===== config.mk =====
export PLATFORM = sky130hd
export DESIGN_NAME = alu_writeback
export DESIGN_NICKNAME = d
export VERILOG_FILES = /design/src/rtl/alu_writeback_pkg.sv /design/src/rtl/alu_writeback.sv
export SDC_FILE = /design/constraint.sdc
export NUM_CORES = 1
export LEC_CHECK = 0
export CAP_MARGIN = 0
export CORE_MARGIN = 1
export CORE_UTILIZATION = 45
export DETAILED_ROUTE_END_ITERATION = 8
export PLACE_DENSITY = 0.8
export SYNTH_ARGS = -nofsm -noshare
export SYNTH_HDL_FRONTEND = slang
export SYNTH_SLANG_ARGS = --single-unit

===== constraint.sdc =====
create_clock -name clk -period 1.8 [get_ports clk]
set_input_delay 0.18 -clock clk [delete_from_list [all_inputs] [get_ports clk]]
set_output_delay 0.18 -clock clk [all_outputs]
set_load 0.05 [all_outputs]

===== src/rtl/alu_writeback_pkg.sv =====
// Shared definitions for the ALU result interface: function codes,
// default widths and the writeback FSM state encodings.
package alu_writeback_pkg;

  // ALU function codes (4-bit). NOP must stay 0.
  localparam logic [3:0] ALU_NOP = 4'h0;
  localparam logic [3:0] ALU_MUL = 4'h1;
  localparam logic [3:0] ALU_DIV = 4'h2;
  localparam logic [3:0] ALU_ADD = 4'h3;
  localparam logic [3:0] ALU_SUB = 4'h4;
  localparam logic [3:0] ALU_AND = 4'h5;
  localparam logic [3:0] ALU_OR  = 4'h6;
  localparam logic [3:0] ALU_SLL = 4'h7;
  localparam logic [3:0] ALU_SLR = 4'h8;
  localparam logic [3:0] ALU_ROL = 4'h9;
  localparam logic [3:0] ALU_ROR = 4'hA;

  // Default widths shared by the ALU and the writeback block.
  localparam int ALU_DATA_WIDTH = 16;
  localparam int ALU_CTRL_WIDTH = 4;

  // Writeback FSM state encodings.
  localparam logic [1:0] ST_IDLE     = 2'd0;
  localparam logic [1:0] ST_WR_LO    = 2'd1;
  localparam logic [1:0] ST_WR_HI    = 2'd2;
  localparam logic [1:0] ST_EXC_WAIT = 2'd3;

endpackage


===== src/rtl/alu_writeback.sv =====
// Writeback end of the execute stage: takes one ALU result per handshake,
// writes R (and S for MUL/DIV) to the register file, and raises a held
// exception request for faulting operations.
//
// Handshake: a result is accepted at a rising edge where In_Valid and
// In_Ready are both 1. In_Ready is high only in IDLE; the producer must hold
// its data while In_Valid is high and In_Ready is low. Exc_Req is held until
// Exc_Ack is sampled high while Exc_Req is high.
module alu_writeback
  import alu_writeback_pkg::*;
#(
  parameter int DATA_WIDTH     = ALU_DATA_WIDTH,
  parameter int CTRL_WIDTH     = ALU_CTRL_WIDTH,
  parameter int REG_ADDR_WIDTH = 4,
  parameter int HI_REG_ADDR    = 0,
  parameter int COUNT_WIDTH    = 16
) (
  input  logic                      clk,
  input  logic                      reset_n,
  input  logic                      In_Valid,
  output logic                      In_Ready,
  input  logic [CTRL_WIDTH-1:0]     ALU_Ctrl,
  input  logic [DATA_WIDTH-1:0]     R,
  input  logic [DATA_WIDTH-1:0]     S,
  input  logic                      ALU_Exception,
  input  logic [REG_ADDR_WIDTH-1:0] Dest_Addr,
  output logic                      RF_WE,
  output logic [REG_ADDR_WIDTH-1:0] RF_Addr,
  output logic [DATA_WIDTH-1:0]     RF_Data,
  output logic                      Exc_Req,
  output logic [CTRL_WIDTH-1:0]     Exc_Code,
  input  logic                      Exc_Ack,
  output logic [COUNT_WIDTH-1:0]    Op_Count,
  output logic [1:0]                Dbg_State
);

  localparam logic [REG_ADDR_WIDTH-1:0] HI_ADDR  = REG_ADDR_WIDTH'(HI_REG_ADDR);
  localparam logic [CTRL_WIDTH-1:0]     CODE_NOP = CTRL_WIDTH'(ALU_NOP);
  localparam logic [CTRL_WIDTH-1:0]     CODE_MUL = CTRL_WIDTH'(ALU_MUL);
  localparam logic [CTRL_WIDTH-1:0]     CODE_DIV = CTRL_WIDTH'(ALU_DIV);

  logic [1:0]                state_q, state_d;
  logic [CTRL_WIDTH-1:0]     code_q, code_d;
  logic [DATA_WIDTH-1:0]     s_q, s_d;
  logic                      rf_we_q, rf_we_d;
  logic [REG_ADDR_WIDTH-1:0] rf_addr_q, rf_addr_d;
  logic [DATA_WIDTH-1:0]     rf_data_q, rf_data_d;
  logic                      exc_req_q, exc_req_d;
  logic [CTRL_WIDTH-1:0]     exc_code_q, exc_code_d;
  logic [COUNT_WIDTH-1:0]    count_q, count_d;
  logic                      accept;
  logic                      code_is_wide;

  assign In_Ready     = (state_q == ST_IDLE);
  assign accept       = In_Valid & In_Ready;
  assign code_is_wide = (code_q == CODE_MUL) || (code_q == CODE_DIV);

  // Next-state and registered-output logic; write outputs are computed one
  // cycle ahead so RF_* are driven straight from flops in WR_LO / WR_HI.
  always_comb begin
    state_d    = state_q;
    code_d     = code_q;
    s_d        = s_q;
    rf_we_d    = 1'b0;
    rf_addr_d  = '0;
    rf_data_d  = '0;
    exc_req_d  = exc_req_q;
    exc_code_d = exc_code_q;
    count_d    = count_q;
    case (state_q)
      ST_IDLE: begin
        if (accept) begin
          code_d = ALU_Ctrl;
          s_d    = S;
          if (ALU_Exception) begin
            state_d    = ST_EXC_WAIT;
            exc_req_d  = 1'b1;
            exc_code_d = ALU_Ctrl;
          end else if (ALU_Ctrl != CODE_NOP) begin
            state_d   = ST_WR_LO;
            rf_we_d   = 1'b1;
            rf_addr_d = Dest_Addr;
            rf_data_d = R;
          end
        end
      end
      ST_WR_LO: begin
        if (code_is_wide) begin
          state_d   = ST_WR_HI;
          rf_we_d   = 1'b1;
          rf_addr_d = HI_ADDR;
          rf_data_d = s_q;
        end else begin
          state_d = ST_IDLE;
          count_d = count_q + COUNT_WIDTH'(1);
        end
      end
      ST_WR_HI: begin
        state_d = ST_IDLE;
        count_d = count_q + COUNT_WIDTH'(1);
      end
      ST_EXC_WAIT: begin
        if (Exc_Ack && exc_req_q) begin
          state_d    = ST_IDLE;
          exc_req_d  = 1'b0;
          exc_code_d = '0;
        end
      end
      default: state_d = ST_IDLE;
    endcase
  end

  // State, capture, output and counter registers with async active-low reset.
  always_ff @(posedge clk or negedge reset_n) begin
    if (!reset_n) begin
      state_q    <= ST_IDLE;
      code_q     <= '0;
      s_q        <= '0;
      rf_we_q    <= 1'b0;
      rf_addr_q  <= '0;
      rf_data_q  <= '0;
      exc_req_q  <= 1'b0;
      exc_code_q <= '0;
      count_q    <= '0;
    end else begin
      state_q    <= state_d;
      code_q     <= code_d;
      s_q        <= s_d;
      rf_we_q    <= rf_we_d;
      rf_addr_q  <= rf_addr_d;
      rf_data_q  <= rf_data_d;
      exc_req_q  <= exc_req_d;
      exc_code_q <= exc_code_d;
      count_q    <= count_d;
    end
  end

  assign RF_WE     = rf_we_q;
  assign RF_Addr   = rf_addr_q;
  assign RF_Data   = rf_data_q;
  assign Exc_Req   = exc_req_q;
  assign Exc_Code  = exc_code_q;
  assign Op_Count  = count_q;
  assign Dbg_State = state_q;

endmodule


==> flow_summary.yaml <==
run_status:
  status: "finished, final reports clean"
sta:
  skew_ps: 5.373
  drv_slew: 0
  slew_headroom_pct: 64.35
  rsz0062_at_grt: "false"
  whs_ps: 377.8
  setup_violations: 0
  fin_crit_ps: 1743
  final.period_utilization_pct: 96.82
  hold_violations: 0
  setup_slack_ps: 57.30
  max_freq_mhz: 573.8
  tightest_slew_ps: 534.2
critical_path:
  crit_family: "buffers and inverters"
  path_class: "reg2out"
  crit_required_ps: 1620
  crit_path_cell_trace: "clkdlybuf4s50_1"
  cp_slowest_cell: "clkdlybuf4s50_1"
  slowest_delay_ps: 820
  worstPathArrival_ps: 1560
  end_kind: "output port"
  path_buf_inv: 1
  crit_path_start_kind: "register"
  cp_max_fo: 4
final_layout:
  final_cell_area_um2: 3879
  nets: 337
  antenna_cells: 0
  syn_to_final_growth_pct: 48.82
  instances_no_fill: 367
  fillers: 412
  drive_above_1_share_pct: 22.71
  final_cell_mix: "clkdlybuf4s50_1 (76), dfrtp_1 (62), a22o_1 (20), mux2_2 (20), buf_4 (17)"
  final_util_pct: 70.01
  final_common_cell: "clkdlybuf4s50_1"
yosys:
  syn-cell-area_um2: 2606
  synth_cell_types: 33
  synthesis.nets: 231
  ys.flop_type: "dfrtp_1"
  synth-edff-count: 0
  async_flop_share_pct: 100.0
  synth_seq_cells: 64
  syn_inst: 185
  yosysWarnings: 0
  ys_seq_area_share_pct: 61.45
  synth.avg_cell_area_um2: 14.09
floorplanning:
  rows: 27
  top_level_ports: 90
  coreArea_um2: 5540
  initial_core_util_pct: 47.04
  die_y_um: 78.10
  die_w_um: 78.10
  dieArea_um2: 6100
clock_network:
  cts_tree: "built"
  cts_setup_buffers: 0
  cts-root-buf: "clkbuf_8"
  cts_max_level: 3
  cts.clk_slew.worst_paths_ps: 70
  cts_buffers: 9
  clock_sinks: 64
  clock_path_buffers: 2
  clk_latency_ps: 340
drt:
  drtPass1Iterations: 4
  wl_per_cell_um: 15.63
  totalWireLength_um: 5738
  drc: 0
  drt-initial-drc-count: 75
  vias: 1905
  ant_nets: 0
  vias_per_cell: 5.191
power:
  comb_power_share_pct: 42.8
  seqPwrFrac_pct: 37.1
  power.density_nw_per_um2: 1536
  leakage_nw: 1.747
  p_sw_mw: 2.341
  power.internal_mw: 3.617
  peakVddDrop_mv: 1.090
  p_clk_share_pct: 20.1
  switching_share_pct: 39.29
place:
  dpl.hpwl_um: 4050
  dp.cells: 351
  place_area_um2: 3651
  gp_congestion: 0.7946
  port_buffers: 89
  pre_cts_ws_ps: -190.8
grt:
  grt_pass1_wl_um: 9301
  antenna_found_initial: 0
  grt_start_max_net_pins: 65
  grt_overflow: 0
  grt_pass1_vias: 1943
  grt.total_usage_pct: 20.41
min_path:
  hold_path.class: "in2async"
run:
  max-cap-violations: 0
logic make-up (layout without fill, tap and decap cells):
logic type | Yosys count | after routing | share of synthesized area [%]
buf+inv | 8 | 118 | 1.968
fa+ha+maj | 1 | 1 | 0.4800
simple gates | 49 | 49 | 11.23
mux | 20 | 20 | 8.642
xor+xnor | 17 | 17 | 6.722
compound gates | 26 | 26 | 9.506
flops | 64 | 64 | 61.45
stage by stage:
stage / setup TNS (ps) / power [mW]
finish: 0 / 5.958
global route: 0 / 6.247
CTS: 0 / 5.997
detailed placement: -2704 / 4.799
global placement: -1288 / 4.715
floorplan: -237.0 / 3.940
flip-flops by register name (all words and copies together), names as in the netlist:
register and flops:
Dbg_State 2, RF_WE 1, RF_Addr 4, code_q 4
Exc_Code 4, s_q 16, Op_Count 16, Exc_Req 1
RF_Data 16
what timing repair did:
action                     4_1_cts  5_1_grt
setup endpoints to repair        1       19
hold buffers                     1        0
resized for setup                1        8
hold endpoints to repair        64        0
path summary, 6_finish.rpt:
| kind | from | to | slack, ps | cells after the start |
|---|---|---|---|---|
| setup reg to reg | Dbg_State[0]$_DFFE_PN0P_ | Op_Count[7]$_DFFE_PN0P_ | 140 | 6 |
| setup / recovery | Op_Count[8]$_DFFE_PN0P_ | Op_Count[8] | 60 | 1 |
| hold / removal | reset_n | Op_Count[15]$_DFFE_PN0P_ | 380 | 3 |
| max in group asynchronous | reset_n | Dbg_State[0]$_DFFE_PN0P_ | 1140 | 3 |
| hold reg to reg | Op_Count[15]$_DFFE_PN0P_ | Op_Count[15]$_DFFE_PN0P_ | 480 | 1 |
| min in group clk | Dest_Addr[0] | RF_Addr[0]$_DFF_PN0_ | 390 | 2 |
routing by layer:
layer | share of wire, % | track usage [%]
met1 | 41 | 24.96
met5 | 0 | 0
met4 | 2.2 | 10.56
met2 | 52 | 33.25
met3 | 4.6 | 5.349
cells in the mapped netlist (2+ instances only):
cell type | count | area [um^2]
a22o_1 | 20 | 175.2
and2_1 | 6 | 37.54
and3_1 | 2 | 12.51
buf_2 | 5 | 25.02
buf_4 | 2 | 15.01
dfrtp_1 | 64 | 1602
mux2_2 | 20 | 225.2
nand2_1 | 11 | 41.29
nand2b_1 | 2 | 12.51
nand3_1 | 5 | 25.02
nand4_1 | 5 | 31.28
nor2_1 | 6 | 22.52
nor4_1 | 4 | 25.02
xnor2_1 | 9 | 78.83
xor2_1 | 6 | 52.55
power groups by stage:
| stage | Sequential [mW] | Clock (mW) | Combinational [mW] |
|---|---|---|---|
| floorplan | 2.88 | 0 | 1.06 |
| global placement | 2.21 | 0 | 2.50 |
| detailed placement | 2.23 | 0 | 2.56 |
| CTS | 2.21 | 1.21 | 2.57 |
| global route | 2.26 | 1.29 | 2.69 |
| finish | 2.21 | 1.20 | 2.55 |
area by class of cell:
class / instances / area (um^2) / area share [%]
Tap cell: 72 / 90.09 / 2.323
Sequential cell: 64 / 1604 / 41.35
Clock inverter: 3 / 42.54 / 1.097
Clock buffer: 12 / 145.1 / 3.742
Multi-Input combinational cell: 113 / 982.2 / 25.32
Timing Repair Buffer: 103 / 1015 / 26.16
Power figures use the tool's default switching activity.
